$ cat config.mk
export PLATFORM = sky130hd
export DESIGN_NAME = ldst_mem_stage_flat
export DESIGN_NICKNAME = d
export VERILOG_FILES = /design/src/rtl/ldst_mem_stage_if.sv /design/src/rtl/ldst_mem_stage.sv /design/src/flat_wrapper.sv
export SDC_FILE = /design/constraint.sdc
export NUM_CORES = 1
export LEC_CHECK = 0
export ABC_AREA = 1
export CORE_MARGIN = 1.5
export CORE_UTILIZATION = 43
export CTS_CLUSTER_DIAMETER = 60
export CTS_CLUSTER_SIZE = 28
export DETAILED_ROUTE_END_ITERATION = 7
export MAX_ROUTING_LAYER = met4
export PLACE_DENSITY = 0.86
export SYNTH_ARGS = -nofsm -noshare
export SYNTH_HDL_FRONTEND = slang
export SYNTH_SLANG_ARGS = --single-unit
$ cat constraint.sdc
create_clock -name clk -period 1.4 [get_ports clk]
set_input_delay 0.28 -clock clk [delete_from_list [all_inputs] [get_ports clk]]
set_output_delay 0.28 -clock clk [all_outputs]
set_load 0.02 [all_outputs]
$ cat src/rtl/ldst_mem_stage_if.sv
// Request, memory-port and writeback signals of the load/store memory stage.
interface ldst_mem_stage_if #(
  parameter int unsigned IW = 32,
  parameter int unsigned RW = 5
) ();
  logic          i_req_valid;
  logic          o_req_ready;
  logic          i_req_load;
  logic [2:0]    i_req_funct3;
  logic [IW-1:0] i_req_addr;
  logic [IW-1:0] i_req_wrdata;
  logic [RW-1:0] i_req_rd;

  logic [IW-1:0] o_ldst_addr;
  logic          o_ldst_rd;
  logic          o_ldst_wr;
  logic [3:0]    o_ldst_byte_en;
  logic [IW-1:0] o_ldst_wrdata;
  logic [IW-1:0] i_ldst_rddata;
  logic          i_ldst_waitrequest;

  logic          o_wb_valid;
  logic [RW-1:0] o_wb_rd;
  logic [IW-1:0] o_wb_data;
  logic          o_fault;

  // The stage itself.
  modport slave (
    input  i_req_valid, i_req_load, i_req_funct3, i_req_addr, i_req_wrdata, i_req_rd,
    input  i_ldst_rddata, i_ldst_waitrequest,
    output o_req_ready, o_ldst_addr, o_ldst_rd, o_ldst_wr, o_ldst_byte_en, o_ldst_wrdata,
    output o_wb_valid, o_wb_rd, o_wb_data, o_fault
  );

  // Execute stage plus memory plus register file, seen as one environment.
  modport master (
    output i_req_valid, i_req_load, i_req_funct3, i_req_addr, i_req_wrdata, i_req_rd,
    output i_ldst_rddata, i_ldst_waitrequest,
    input  o_req_ready, o_ldst_addr, o_ldst_rd, o_ldst_wr, o_ldst_byte_en, o_ldst_wrdata,
    input  o_wb_valid, o_wb_rd, o_wb_data, o_fault
  );
endinterface

$ cat src/rtl/ldst_mem_stage.sv
// Load/store memory-access stage: issues one aligned access to the shared memory port and
// returns extended load data as a register-file writeback. One transaction in flight.
module ldst_mem_stage #(
  parameter int unsigned IW = 32,
  parameter int unsigned RW = 5
) (
  input  logic       clk,
  input  logic       reset,
  ldst_mem_stage_if.slave bus
);

  typedef enum logic [1:0] {StIdle, StIssue, StRdwait, StWb} state_e;

  state_e        state_q, state_d;
  logic          load_q, load_d;
  logic [2:0]    funct3_q, funct3_d;
  logic [1:0]    offs_q, offs_d;
  logic [RW-1:0] rd_q, rd_d;

  logic [IW-1:0] ldst_addr_q, ldst_addr_d;
  logic          ldst_rd_q, ldst_rd_d;
  logic          ldst_wr_q, ldst_wr_d;
  logic [3:0]    byte_en_q, byte_en_d;
  logic [IW-1:0] wrdata_q, wrdata_d;
  logic          wb_valid_q, wb_valid_d;
  logic [RW-1:0] wb_rd_q, wb_rd_d;
  logic [IW-1:0] wb_data_q, wb_data_d;
  logic          fault_q, fault_d;

  logic          req_fault;
  logic [3:0]    req_be;
  logic [IW-1:0] req_wd;
  logic [IW-1:0] ld_lane;
  logic [IW-1:0] ld_ext;

  // Decode the incoming request: legality, alignment, lane enables and replicated data.
  always_comb begin
    req_fault = 1'b0;
    req_be    = 4'b1111;
    req_wd    = bus.i_req_wrdata;
    unique case (bus.i_req_funct3[1:0])
      2'd0: begin
        req_be = 4'b0001 << bus.i_req_addr[1:0];
        req_wd = {4{bus.i_req_wrdata[7:0]}};
      end
      2'd1: begin
        req_be    = 4'b0011 << {bus.i_req_addr[1], 1'b0};
        req_wd    = {2{bus.i_req_wrdata[15:0]}};
        req_fault = bus.i_req_addr[0];
      end
      2'd2: begin
        req_fault = (bus.i_req_addr[1:0] != 2'b00);
      end
      default: begin
        req_fault = 1'b1;
      end
    endcase
    // Loads allow the unsigned byte/half variants only; stores have no funct3[2] encodings.
    if (bus.i_req_funct3[2] && (!bus.i_req_load || bus.i_req_funct3[1])) begin
      req_fault = 1'b1;
    end
  end

  // Select the addressed lane of the returned word and extend it.
  always_comb begin
    ld_lane = bus.i_ldst_rddata >> {offs_q, 3'b000};
    unique case (funct3_q)
      3'd0:    ld_ext = {{24{ld_lane[7]}}, ld_lane[7:0]};
      3'd1:    ld_ext = {{16{ld_lane[15]}}, ld_lane[15:0]};
      3'd4:    ld_ext = {24'd0, ld_lane[7:0]};
      3'd5:    ld_ext = {16'd0, ld_lane[15:0]};
      default: ld_ext = bus.i_ldst_rddata;
    endcase
  end

  // Next-state and registered-output logic of the transaction FSM.
  always_comb begin
    state_d     = state_q;
    load_d      = load_q;
    funct3_d    = funct3_q;
    offs_d      = offs_q;
    rd_d        = rd_q;
    ldst_addr_d = ldst_addr_q;
    ldst_rd_d   = ldst_rd_q;
    ldst_wr_d   = ldst_wr_q;
    byte_en_d   = byte_en_q;
    wrdata_d    = wrdata_q;
    wb_valid_d  = 1'b0;
    wb_rd_d     = wb_rd_q;
    wb_data_d   = wb_data_q;
    fault_d     = 1'b0;
    unique case (state_q)
      StIdle: begin
        if (bus.i_req_valid) begin
          load_d   = bus.i_req_load;
          funct3_d = bus.i_req_funct3;
          offs_d   = bus.i_req_addr[1:0];
          rd_d     = bus.i_req_rd;
          if (req_fault) begin
            fault_d = 1'b1;
          end else begin
            state_d     = StIssue;
            ldst_addr_d = {bus.i_req_addr[IW-1:2], 2'b00};
            ldst_rd_d   = bus.i_req_load;
            ldst_wr_d   = !bus.i_req_load;
            byte_en_d   = req_be;
            wrdata_d    = req_wd;
          end
        end
      end
      StIssue: begin
        if (!bus.i_ldst_waitrequest) begin
          ldst_rd_d = 1'b0;
          ldst_wr_d = 1'b0;
          state_d   = load_q ? StRdwait : StIdle;
        end
      end
      StRdwait: begin
        wb_valid_d = (rd_q != '0);
        wb_rd_d    = rd_q;
        wb_data_d  = ld_ext;
        state_d    = StWb;
      end
      StWb: begin
        state_d = StIdle;
      end
      default: begin
        state_d = StIdle;
      end
    endcase
  end

  // State and output registers with synchronous reset.
  always_ff @(posedge clk) begin
    if (reset) begin
      state_q     <= StIdle;
      load_q      <= 1'b0;
      funct3_q    <= 3'd0;
      offs_q      <= 2'd0;
      rd_q        <= '0;
      ldst_addr_q <= '0;
      ldst_rd_q   <= 1'b0;
      ldst_wr_q   <= 1'b0;
      byte_en_q   <= 4'd0;
      wrdata_q    <= '0;
      wb_valid_q  <= 1'b0;
      wb_rd_q     <= '0;
      wb_data_q   <= '0;
      fault_q     <= 1'b0;
    end else begin
      state_q     <= state_d;
      load_q      <= load_d;
      funct3_q    <= funct3_d;
      offs_q      <= offs_d;
      rd_q        <= rd_d;
      ldst_addr_q <= ldst_addr_d;
      ldst_rd_q   <= ldst_rd_d;
      ldst_wr_q   <= ldst_wr_d;
      byte_en_q   <= byte_en_d;
      wrdata_q    <= wrdata_d;
      wb_valid_q  <= wb_valid_d;
      wb_rd_q     <= wb_rd_d;
      wb_data_q   <= wb_data_d;
      fault_q     <= fault_d;
    end
  end

  assign bus.o_req_ready    = (state_q == StIdle) && !reset;
  assign bus.o_ldst_addr    = ldst_addr_q;
  assign bus.o_ldst_rd      = ldst_rd_q;
  assign bus.o_ldst_wr      = ldst_wr_q;
  assign bus.o_ldst_byte_en = byte_en_q;
  assign bus.o_ldst_wrdata  = wrdata_q;
  assign bus.o_wb_valid     = wb_valid_q;
  assign bus.o_wb_rd        = wb_rd_q;
  assign bus.o_wb_data      = wb_data_q;
  assign bus.o_fault        = fault_q;

endmodule

$ cat src/flat_wrapper.sv
// flat-port wrapper written by rule: the top's interface ports become plain ports
module ldst_mem_stage_flat 
#(
  parameter int unsigned IW = 32,
  parameter int unsigned RW = 5
)
  (clk, reset, bus_i_req_valid, bus_i_req_load, bus_i_req_funct3, bus_i_req_addr, bus_i_req_wrdata, bus_i_req_rd, bus_i_ldst_rddata, bus_i_ldst_waitrequest, bus_o_req_ready, bus_o_ldst_addr, bus_o_ldst_rd, bus_o_ldst_wr, bus_o_ldst_byte_en, bus_o_ldst_wrdata, bus_o_wb_valid, bus_o_wb_rd, bus_o_wb_data, bus_o_fault);
  ldst_mem_stage_if #(.IW(IW), .RW(RW)) bus_i ();
  input  logic clk;
  input  logic reset;
  input wire logic [$bits(bus_i.i_req_valid)-1:0] bus_i_req_valid;
  input wire logic [$bits(bus_i.i_req_load)-1:0] bus_i_req_load;
  input wire logic [$bits(bus_i.i_req_funct3)-1:0] bus_i_req_funct3;
  input wire logic [$bits(bus_i.i_req_addr)-1:0] bus_i_req_addr;
  input wire logic [$bits(bus_i.i_req_wrdata)-1:0] bus_i_req_wrdata;
  input wire logic [$bits(bus_i.i_req_rd)-1:0] bus_i_req_rd;
  input wire logic [$bits(bus_i.i_ldst_rddata)-1:0] bus_i_ldst_rddata;
  input wire logic [$bits(bus_i.i_ldst_waitrequest)-1:0] bus_i_ldst_waitrequest;
  output wire logic [$bits(bus_i.o_req_ready)-1:0] bus_o_req_ready;
  output wire logic [$bits(bus_i.o_ldst_addr)-1:0] bus_o_ldst_addr;
  output wire logic [$bits(bus_i.o_ldst_rd)-1:0] bus_o_ldst_rd;
  output wire logic [$bits(bus_i.o_ldst_wr)-1:0] bus_o_ldst_wr;
  output wire logic [$bits(bus_i.o_ldst_byte_en)-1:0] bus_o_ldst_byte_en;
  output wire logic [$bits(bus_i.o_ldst_wrdata)-1:0] bus_o_ldst_wrdata;
  output wire logic [$bits(bus_i.o_wb_valid)-1:0] bus_o_wb_valid;
  output wire logic [$bits(bus_i.o_wb_rd)-1:0] bus_o_wb_rd;
  output wire logic [$bits(bus_i.o_wb_data)-1:0] bus_o_wb_data;
  output wire logic [$bits(bus_i.o_fault)-1:0] bus_o_fault;
  assign bus_i.i_req_valid = bus_i_req_valid;
  assign bus_i.i_req_load = bus_i_req_load;
  assign bus_i.i_req_funct3 = bus_i_req_funct3;
  assign bus_i.i_req_addr = bus_i_req_addr;
  assign bus_i.i_req_wrdata = bus_i_req_wrdata;
  assign bus_i.i_req_rd = bus_i_req_rd;
  assign bus_i.i_ldst_rddata = bus_i_ldst_rddata;
  assign bus_i.i_ldst_waitrequest = bus_i_ldst_waitrequest;
  assign bus_o_req_ready = bus_i.o_req_ready;
  assign bus_o_ldst_addr = bus_i.o_ldst_addr;
  assign bus_o_ldst_rd = bus_i.o_ldst_rd;
  assign bus_o_ldst_wr = bus_i.o_ldst_wr;
  assign bus_o_ldst_byte_en = bus_i.o_ldst_byte_en;
  assign bus_o_ldst_wrdata = bus_i.o_ldst_wrdata;
  assign bus_o_wb_valid = bus_i.o_wb_valid;
  assign bus_o_wb_rd = bus_i.o_wb_rd;
  assign bus_o_wb_data = bus_i.o_wb_data;
  assign bus_o_fault = bus_i.o_fault;
  ldst_mem_stage #(.IW(IW), .RW(RW)) u_core (.clk(clk), .reset(reset), .bus(bus_i));
endmodule
# == Word-level counts from Yosys, hierarchy flattened ==
# Index checks and enable logic that the tools add are counted.
# classes
addsub,0
mul,0
div,0
n_lt_le_gt_ge,0
n_eq_ne,11
shifts,3
muxes,18
bitwise_logic,4
reduce_logical,17
# ops
operator,n
one-hot mux 32 bit (4 select lines),1
one-hot mux 32 bit (2 select lines),1
right shift 32 x 5 -> 16 bit,1
two-way mux 2 bit,4
one-hot mux 2 bit (4 select lines),1
one-hot mux 4 bit (2 select lines),1
two-way mux 1 bit,7
== test 2 bit (second input constant),3
== test 3 bit (second input constant),2
inequality test 2 bit (second input constant),3
AND reduction 3 bit,2
nonzero test 5 bit,1
== test 2 x 1 -> 1 bit (second input constant),2
logical NOT 2 bit,2
inverter 1 bit,4
one-hot mux 1 bit (2 select lines),2
AND reduction 4 bit,1
nonzero test 2 bit,2
left shift 1 x 2 -> 4 bit (first input constant),1
left shift 2 x 2 -> 4 bit (first input constant),1
== test 3 x 1 -> 1 bit (second input constant),1
logical NOT 3 bit,1
one-hot mux 1 bit (3 select lines),1
OR reduction 3 bit,1
other kinds (5),7
# totals
reg_bits,120
latch_bits,0
mem_bits_rw,0
mem_bits_ro,0
output_inout_bits,110
mem_count,0

# == Depth between registers and ports, before layout ==
# Gate-level depths: netlist of run 1.
# depth
ltp_word,7
ltp_mapped,10
ltp_nobuf,8

# == Least setup slack after synthesis of run 1 ==
# No wires, ideal clock.
# synth_path
path_kind,reg-to-reg
startpoint,register u_core.offs_q[1]
endpoint,"register u_core.wb_data_q[21], in the netlist u_core.bus.o_wb_data[21]"
arrival_time_ps,1166
required_time_ps,1284
path_slack_ps,117
path_stages_with_launch,11
path_cell_list,dfxtp_1 > buf_4 > inv_2 > buf_4 > nand3_1 > nand2_1 > nand2_2 > buf_6 > nand3_1 > o211ai_1 > inv_1
# synth_via
elab_chain_len,2
# synth_rtl
element,line,rtl
from (decl),ldst_mem_stage.sv:17,"logic [1:0] offs_q, offs_d;"
from (signal assigned),ldst_mem_stage.sv:154,offs_q <= offs_d;
right shift 32 x 5 -> 16 bit,ldst_mem_stage.sv:66,"ld_lane = bus.i_ldst_rddata >> {offs_q, 3'b000};"
one-hot mux 32 bit (4 select lines),ldst_mem_stage.sv:67,unique case (funct3_q)
to (signal assigned),ldst_mem_stage.sv:163,wb_data_q <= wb_data_d;
to (decl),ldst_mem_stage.sv:27,"logic [IW-1:0] wb_data_q, wb_data_d;"
# No other way between the ends.
# A chain may end at the register's enable or synchronous reset.

# == Final worst setup path of run 1 ==
# layout_path
startpoint,register u_core.state_q[0]
endpoint,"register u_core.wb_data_q[26], in the netlist u_core.bus.o_wb_data[26]"
# layout_via
elab_chain_len,1
# layout_rtl
element,line,rtl
from (decl),ldst_mem_stage.sv:14,"state_e state_q, state_d;"
from (signal assigned),ldst_mem_stage.sv:136,state_q <= StIdle;
from (signal assigned),ldst_mem_stage.sv:151,state_q <= state_d;
== test 2 bit,ldst_mem_stage.sv:92,unique case (state_q)
# No other way between the ends.

==> flow_summary_export.csv, run 1 <==
group,metric,value,unit
run_status,outcome,"finished, violations left",
run_status,violations,"negative setup slack",
cells_and_area,final_common_cell,"dfxtp_1",
route,postRouteAntennaNets,0,
critical_path,cpLargestDelayFamily,"buffers and inverters",
route,dr.pass1.iters,5,
power,p_per_area,1180,nW/um2
critical_path,start_kind,"flop",
sta,drv_slew,0,
clock_tree,cts_made_buffers,17,
power,max-vdd-ir-drop,0.000855,V
critical_path,max_stage_delay,310,ps
cells_and_area,synthToLayoutAreaGrowth,67.1,%
route,drc,0,
clock_tree,clock-sinks,120,
sta,final.setup.worst_slack,-144,ps
critical_path,end_kind,"flop",
sta,hold_ws,330,ps
cells_and_area,layout_common_cells,"118 x dfxtp_1, 107 x nand2_1, 105 x clkdlybuf4s50_1",
synthesis,yosysSeqAreaShare,44.5,%
cells_and_area,drive_above_1_share,20.9,%
synthesis,syn-instance-count,758,
synthesis,ys_warn_count,0,
placement,postPlaceCellArea,7910,um2
global_routing,grt_pass1_vias,5457,
route,vias_per_cell,5.29,
cells_and_area,antenna_cells,0,
placement,place_congestion,0.878,
min_path,worst_hold_path.num_cells,4,
die,die-area,13200,um2
clock_tree,cts_tree,"built",
sta,tns,-718,ps
critical_path,critPathSlowestCell,"dfxtp_1",
global_routing,grt_max_degree,59,
synthesis,synth_edf_count,0,
placement,portBuffers,216,
synthesis,synth-async-reset-ratio,0,%
sta,finClkSkew,4.75,ps
die,die_x,115,um
die,die_h,115,um
run,cap_violations,0,
clock_tree,hold_buffers,0,
synthesis,ys.flop_type,"dfxtp_1",
route,num_vias,6274,
sta,hold_viol_final,0,
sta,finalSetupViolations,18,
critical_path,cp_cell_sequence,"buf_4 > nor2_4 > buf_6 > buf_12 > clkinvlp_4 > a21oi_2 > nand3_1 > o211ai_1 > inv_1",
critical_path,reg2reg_depth,9,
clock_tree,cts.path.max_buffers,2,
cells_and_area,stdcell_count,1186,
critical_path,crit_path_max_fanout,5,
sta,min_period,1540,ps
synthesis,synth.avg_cell_area,7.13,um2
die,io_pins,219,
min_path,holdCritPathClass,"in -> reg",
critical_path,critPathArrivalTime,1850,ps
die,num_rows,40,
placement,place_inst,1131,
placement,dp_hpwl,11500,um
power,p_total,0.0106,W
sta,grt_setup_unrepaired,"yes",
sta,max_freq,648,MHz
cells_and_area,fin_nets,1114,
route,wl_per_cell,16.0,um
cells_and_area,design_area,9020,um2
die,fp.coreArea,12100,um2
cells_and_area,fillers,900,
die,start_util,44.6,%
route,drt-total-wl,18900,um
critical_path,critPathKind,"reg -> reg",
synthesis,synth-seq-cells,120,
clock_tree,clk_latency,420,ps
global_routing,track_usage,26.6,%
sta,finalCritPeriodShare,110,%
synthesis,synth_area,5400,um2
global_routing,grt-ovfl-total,0,
clock_tree,cts_max_level,4,
route,drt-initial-drc-count,455,
global_routing,grt_pass1_wl,26700,um
critical_path,path_depth,9,
critical_path,crit_buf_inv,5,
clock_tree,worst_setup_hold_path_clk_slew,60,ps
clock_tree,root_buffer,"clkbuf_16",
power,power.leakage,3.95,nW
global_routing,antenna_found_initial,0,
synthesis,synth_cell_types,22,
critical_path,required,1710,ps
-- worst register-to-register path, stage by stage (launching register included) --
cell,delay [ps]
dfxtp_1,310
buf_4,140
nor2_4,110
buf_6,130
buf_12,100
clkinvlp_4,160
a21oi_2,160
nand3_1,110
o211ai_1,140
inv_1,70
-- report_power, final --
part / internal [W] / switching, W
clock network: 0.00316 / 0.00160
logic: 0.000955 / 0.00117
registers: 0.00362 / 0.000117
-- sequential cells by signal, summed over array words and instances, names as in the netlist, named ones only --
register	flops
u_core.offs_q	2
u_core.bus.o_ldst_addr	30
u_core.bus.o_fault	1
u_core.bus.o_ldst_wrdata	32
u_core.bus.o_ldst_byte_en	4
u_core.bus.o_wb_data	32
u_core.bus.o_wb_rd	5
u_core.load_q	1
u_core.funct3_q	3
u_core.bus.o_wb_valid	1
u_core.bus.o_ldst_rd	1
u_core.bus.o_ldst_wr	1
u_core.state_q	1
u_core.rd_q	5
-- Yosys cell counts, types with 3 or more instances --
| library cell | count | area, um2 |
|---|---|---|
| dfxtp_1 | 120 | 2400 |
| nand2_1 | 109 | 409 |
| buf_4 | 6 | 45.0 |
| inv_1 | 104 | 390 |
| buf_6 | 6 | 67.6 |
| clkbuf_1 | 22 | 82.6 |
| buf_1 | 4 | 15.0 |
| or2_2 | 7 | 43.8 |
| nand3_1 | 65 | 325 |
| o21ai_0 | 111 | 556 |
| buf_2 | 17 | 85.1 |
| o211ai_1 | 23 | 173 |
| nor2_1 | 25 | 93.8 |
| a21oi_1 | 113 | 566 |
| o21ai_1 | 9 | 45.0 |
| nor3_1 | 3 | 15.0 |
| inv_2 | 4 | 15.0 |
| nand2_2 | 6 | 37.5 |
-- routing by layer --
| layer | track usage [%] | wire length (um) | vias up |
|---|---|---|---|
| met5 | - | 0 | - |
| li1 | - | - | 2995 |
| met2 | 42.0 | 9320 | 298 |
| met4 | 10.6 | 415 | 0 |
| met1 | 32.3 | 7750 | 2944 |
| met3 | 7.33 | 1450 | 37 |
-- logic make-up (layout without fill, tap and decap cells) --
kind of cell           Yosys count  after routing  share of synthesized area, %
other                            1              2                        0.0694
AO/OA/AOI/OAI                  256            256                          24.8
flip-flops                     120            120                          44.5
buffers and inverters          164            423                          13.0
AND/OR/NAND/NOR                217            217                          17.6
-- path summary, 6_finish.rpt --
kind,startpoint,endpoint,slack (ps)
worst max-delay path,u_core.state_q[0],u_core.bus.o_wb_data[26],-140
worst min-delay path,bus_i_req_funct3[0],u_core.funct3_q[0],330
worst min register to register,u_core.bus.o_ldst_addr[8],u_core.bus.o_ldst_addr[8],440
worst max register to register,u_core.state_q[0],u_core.bus.o_wb_data[26],-140
-- area by class of cell --
type	count	area [um2]	share of cell area, %
repair buffers	279	2770	30.7
multi-input cells	475	2550	28.3
flip-flops and latches	120	2400	26.7
clock buffers	21	480	5.32
inverters	109	419	4.65
well taps	168	210	2.33
clock inverters	11	169	1.87
repair inverters	3	20.0	0.222
-- per-stage QoR --
step           setup slack (ps)  utilization [%]
6_report                   -144             74.5
5_1_grt                    -213             74.5
4_1_cts                    -144             71.0
3_5_place_dp               -645             65.3
3_3_place_gp               -570             65.3
2_1_floorplan               117                -
-- what timing repair did --
action	CTS	global route
pin swaps	1	18
setup endpoints to repair	152	181
gates cloned	4	7
gates resized for setup	154	203
setup buffers	3	9
endpoints found under the hold margin	0	0
Note: power is estimated with default switching activity, not from simulation.
==> inputs of run 2 (changes only) <==
--- a/config.mk
+++ b/config.mk
@@ -13,6 +13,8 @@
 export DETAILED_ROUTE_END_ITERATION = 7
 export MAX_ROUTING_LAYER = met4
 export PLACE_DENSITY = 0.86
+export SETUP_SLACK_MARGIN = 0.15
 export SYNTH_ARGS = -nofsm -noshare
 export SYNTH_HDL_FRONTEND = slang
 export SYNTH_SLANG_ARGS = --single-unit
+export TNS_END_PERCENT = 5
==> flow_summary_export.csv, run 2 (synthesized netlist as in run 1, its figures left out) <==
group,metric,value,unit
run_status,outcome,"finished, violations left",
run_status,violations,"negative setup slack",
critical_path,start_kind,"flop",
placement,place_congestion,0.899,
route,vias_per_cell,5.14,
power,max-vdd-ir-drop,0.000700,V
cells_and_area,antenna_cells,0,
min_path,hp-start,"bus_i_req_load",
clock_tree,cts_tree,"built",
die,num_rows,40,
clock_tree,cts_max_level,4,
sta,grt_setup_unrepaired,"yes",
critical_path,cp_cell_sequence,"nor2_4 > inv_2 > nor2_2 > buf_6",
cells_and_area,multi_input_comb_area,2530,um2
critical_path,reg2reg_depth,9,
critical_path,reg2reg_to,"u_core.bus.o_wb_data[30]",
global_routing,grt-ovfl-total,0,
route,num_vias,6006,
global_routing,grt_pass1_wl,26400,um
sta,hold_viol_final,0,
critical_path,critPathArrivalTime,1160,ps
cells_and_area,design_area,8320,um2
critical_path,end_kind,"primary output",
run,cap_violations,0,
cells_and_area,fin_nets,1099,
clock_tree,root_buffer,"clkbuf_16",
clock_tree,clk_latency,410,ps
cells_and_area,drive_above_1_share,27.5,%
sta,min_period,1440,ps
die,fp.coreArea,12100,um2
clock_tree,cts.path.max_buffers,2,
route,drt-initial-drc-count,389,
placement,place_inst,1131,
sta,finClkSkew,5.51,ps
route,drc,0,
power,p_per_area,1200,nW/um2
min_path,hold_path_end,"u_core.load_q",
route,drt-total-wl,17300,um
sta,finalCritPeriodShare,103,%
critical_path,critPathSlowestCell,"dfxtp_4",
cells_and_area,layout_common_cells,"115 x dfxtp_1, 109 x nand2_1, 102 x clkdlybuf4s50_1",
die,die_h,115,um
die,die_x,115,um
min_path,worst_hold_path.num_cells,4,
critical_path,max_stage_delay,350,ps
route,dr.pass1.iters,5,
cells_and_area,synthToLayoutAreaGrowth,54.1,%
sta,relSlewSlack,65.9,%
cells_and_area,stdcell_count,1169,
cells_and_area,area.sequential,2410,um2
die,die-area,13200,um2
sta,max_freq,693,MHz
sta,finalSetupViolations,6,
sta,drv_slew,0,
global_routing,antenna_found_initial,0,
route,wl_per_cell,14.8,um
power,p_total,0.00995,W
clock_tree,hold_buffers,0,
global_routing,track_usage,25.8,%
route,postRouteAntennaNets,0,
placement,dp_hpwl,11400,um
cells_and_area,final_common_cell,"dfxtp_1",
global_routing,grt_max_degree,60,
critical_path,required,1120,ps
sta,worst_pin_slew,511,ps
global_routing,grt_pass1_vias,5531,
clock_tree,clock-sinks,120,
clock_tree,worst_setup_hold_path_clk_slew,50,ps
critical_path,crit_path_max_fanout,2,
die,start_util,44.6,%
critical_path,critPathKind,"reg -> out",
cells_and_area,fillers,1001,
sta,final.setup.worst_slack,-43.6,ps
clock_tree,cts_made_buffers,17,
power,power.leakage,3.83,nW
placement,postPlaceCellArea,7900,um2
critical_path,reg2reg_slack,-40,ps
placement,portBuffers,216,
min_path,holdCritPathClass,"in -> reg",
die,io_pins,219,
## run 2: changes by cell type in the layout (fill, tap and decap cells not counted), sizes merged
cell,previous run,this run
dlygate4sd2,29,6
clkdlybuf4s15,56,0
buf,62,157
clkinvlp,6,1
clkdlybuf4s50,105,102
dlymetal6s2s,2,0
clkinv,6,7
bufinv,4,2
clkbuf,46,24
## run 2: worst max-delay path, delay by kind of cell (launching register included)
| kind | cells | cell delay, ps |
|---|---|---|
| flip-flops | 1 | 350 |
| AND/OR/NAND/NOR | 2 | 220 |
| buffers and inverters | 2 | 170 |
## run 2: worst max-delay path by stage
stage / slack [ps] / cells past startpoint / endpoint
finish: -40 / 4 / bus_o_req_ready
global route: -110 / 6 / u_core.bus.o_ldst_addr[19]
CTS: -50 / 4 / bus_o_req_ready
detailed placement: -680 / 6 / u_core.bus.o_ldst_wrdata[24]
global placement: -560 / 6 / u_core.bus.o_ldst_wrdata[25]
floorplan: 130 / 9 / u_core.bus.o_ldst_wrdata[1]
## run 2: layer usage
metal  vias up  global-route usage (%)  share of wire [%]
met5         -                       -                  0
met4         0                    10.5                2.4
met3        40                    5.80                7.7
met2       282                    41.5                 49
met1      2719                    31.4                 41
li1       2965                       -                  -
## run 2: area by class of cell
type	count	share of cell area [%]
Clock buffer	22	5.70
Clock inverter	8	1.17
Inverter	109	5.04
Multi-Input combinational cell	475	30.4
Sequential cell	120	29.0
Tap cell	168	2.53
Timing Repair Buffer	267	26.2
## run 2: what timing repair did
action                     4_1_cts  5_1_grt
resized for setup              543       43
setup endpoints to repair      222      124
gates cloned                     0        1
hold endpoints to repair         0        0
buffers inserted                 2        5
pin swaps                       13       12
## run 2: report_power, final
| part | switching, W | internal [W] |
|---|---|---|
| Combinational | 0.00112 | 0.000859 |
| Sequential | 0.000116 | 0.00362 |
| Clock | 0.00151 | 0.00273 |
## run 2: metrics by stage
| stage | TNS (ps) | util [%] | worst slack (ps) | hold WS [ps] |
|---|---|---|---|---|
| floorplan | 0 | - | 127 | 349 |
| CTS | -57.8 | 67.3 | -52.8 | 361 |
| global placement | -33800 | 65.2 | -559 | 429 |
| global route | -2690 | 68.7 | -107 | 401 |
| finish | -162 | 68.7 | -43.6 | 382 |
| detailed placement | -39530 | 65.2 | -681 | 435 |
==> inputs of run 3 (changes only) <==
--- a/config.mk
+++ b/config.mk
@@ -6,13 +6,15 @@
 export NUM_CORES = 1
 export LEC_CHECK = 0
 export ABC_AREA = 1
+export CELL_PAD_IN_SITES_DETAIL_PLACEMENT = 0
+export CELL_PAD_IN_SITES_GLOBAL_PLACEMENT = 2
 export CORE_MARGIN = 1.5
-export CORE_UTILIZATION = 43
+export CORE_UTILIZATION = 23
 export CTS_CLUSTER_DIAMETER = 60
 export CTS_CLUSTER_SIZE = 28
 export DETAILED_ROUTE_END_ITERATION = 7
 export MAX_ROUTING_LAYER = met4
-export PLACE_DENSITY = 0.86
+export PLACE_DENSITY = 0.87
 export SETUP_SLACK_MARGIN = 0.15
 export SYNTH_ARGS = -nofsm -noshare
 export SYNTH_HDL_FRONTEND = slang
==> flow_summary_export.csv, run 3 (synthesized netlist as in run 1, its figures left out) <==
group,metric,value,unit
run_status,outcome,"finished, violations left",
run_status,violations,"negative setup slack",
sta,min_period,1460,ps
power,power.leakage,3.92,nW
route,num_vias,5883,
placement,place_congestion,0.800,
sta,grt_setup_unrepaired,"yes",
global_routing,grt_max_degree,65,
cells_and_area,final_common_cell,"dfxtp_1",
die,fp.coreArea,22800,um2
cells_and_area,stdcell_count,1322,
route,vias_per_cell,4.45,
critical_path,start_kind,"flop",
clock_tree,clk_latency,420,ps
critical_path,required,1120,ps
global_routing,antenna_found_initial,0,
sta,finClkSkew,12.7,ps
run,cap_violations,0,
route,wl_per_cell,15.1,um
die,start_util,23.6,%
die,die_x,156,um
sta,finalSetupViolations,3,
sta,relSlewSlack,64.6,%
cells_and_area,drive_above_1_share,31.2,%
clock_tree,cts_tree,"built",
route,drt-initial-drc-count,259,
critical_path,critPathKind,"reg -> out",
route,dr.pass1.iters,4,
sta,finalCritPeriodShare,104,%
global_routing,grt-ovfl-total,0,
cells_and_area,antenna_cells,0,
critical_path,end_kind,"primary output",
placement,place_inst,1283,
global_routing,track_usage,16.4,%
sta,final.setup.worst_slack,-60.4,ps
cells_and_area,synthToLayoutAreaGrowth,62.5,%
sta,hold_viol_final,0,
sta,max_freq,685,MHz
power,p_per_area,1160,nW/um2
sta,worst_pin_slew,531,ps
clock_tree,hold_buffers,0,
die,num_rows,55,
critical_path,crit_path_max_fanout,3,
die,die-area,24400,um2
clock_tree,cts_max_level,4,
cells_and_area,layout_common_cells,"114 x dfxtp_1, 106 x nand2_1, 105 x a21oi_1",
power,max-vdd-ir-drop,0.000661,V
critical_path,critPathArrivalTime,1180,ps
clock_tree,cts.path.max_buffers,2,
power,p_total,0.0102,W
route,postRouteAntennaNets,0,
global_routing,grt_pass1_vias,5629,
placement,dp_hpwl,13900,um
placement,portBuffers,216,
clock_tree,worst_setup_hold_path_clk_slew,60,ps
clock_tree,cts_made_buffers,17,
global_routing,grt_pass1_wl,30100,um
route,drc,0,
die,io_pins,219,
cells_and_area,fin_nets,1105,
clock_tree,root_buffer,"clkbuf_16",
cells_and_area,final_util,38.4,%
die,die_h,156,um
clock_tree,clock-sinks,120,
route,drt-total-wl,19900,um
sta,drv_slew,0,
min_path,holdCritPathClass,"in -> reg",
cells_and_area,fillers,2484,
## run 3: changes by cell type in the layout (fill, tap and decap cells not counted), sizes merged
cell | before | now
clkinvlp | 1 | 6
clkdlybuf4s50 | 102 | 104
buf | 157 | 161
inv | 107 | 113
clkinv | 7 | 3
bufinv | 2 | 1
dlygate4sd2 | 6 | 4
clkbuf | 24 | 22
## run 3: final timing paths
| path | startpoint | end | slack, ps | cells past startpoint |
|---|---|---|---|---|
| hold / removal | bus_i_req_funct3[2] | u_core.funct3_q[2] | 310 | 3 |
| setup reg to reg | flop | u_core.bus.o_ldst_wrdata[1] | 0 | 7 |
| setup / recovery | flop | bus_o_req_ready | -60 | 5 |
| hold reg to reg | u_core.bus.o_ldst_wrdata[21] | u_core.bus.o_ldst_wrdata[21] | 440 | 2 |
## run 3: what timing repair did
| item | CTS | global route |
|---|---|---|
| gates resized for setup | 580 | 75 |
| pin swaps | 66 | 65 |
| gates cloned | 0 | 3 |
| setup endpoints to repair | 220 | 146 |
| buffers inserted | 3 | 1 |
## run 3: routing by layer
layer | up-vias | wire (um) | share of wire, % | GRT usage (%)
li1 | 2967 | - | - | -
met1 | 2718 | 8520 | 43 | 19.6
met2 | 181 | 9440 | 47 | 26.2
met3 | 17 | 1750 | 8.8 | 6.09
met4 | 0 | 227 | 1.1 | 3.63
met5 | - | 0 | 0 | -
## run 3: metrics by stage
step	TNS [ps]	setup WS, ps	area (um2)	hold WS [ps]
floorplan	0	127	5410	349
global placement	-44130	-716	8120	430
finish	-64.6	-60.4	8780	315
CTS	-155	-134	8470	287
detailed placement	-44820	-728	8120	434
global route	-4710	-141	8780	345
## run 3: area by class of cell
class                   instances  area [um2]  area share, %
inverters                     109         419           4.78
repair buffers                273        2310           26.4
well taps                     313         392           4.46
flip-flops and latches        120        2410           27.5
multi-input cells             475        2670           30.4
clock inverters                14         138           1.57
clock buffers                  18         439           5.00
## run 3: power by group
| part | total [W] | internal (W) | switching [W] |
|---|---|---|---|
| clock | 0.00431 | 0.00253 | 0.00178 |
| sequential | 0.00373 | 0.00362 | 0.000116 |
| combinational | 0.00214 | 0.000960 | 0.00118 |
## run 3: critical path: stages, from the launching register on
cell,delay [ps]
dfxtp_2,320
nor2_1,100
buf_4,130
inv_4,30
nor2_4,70
buf_6,130
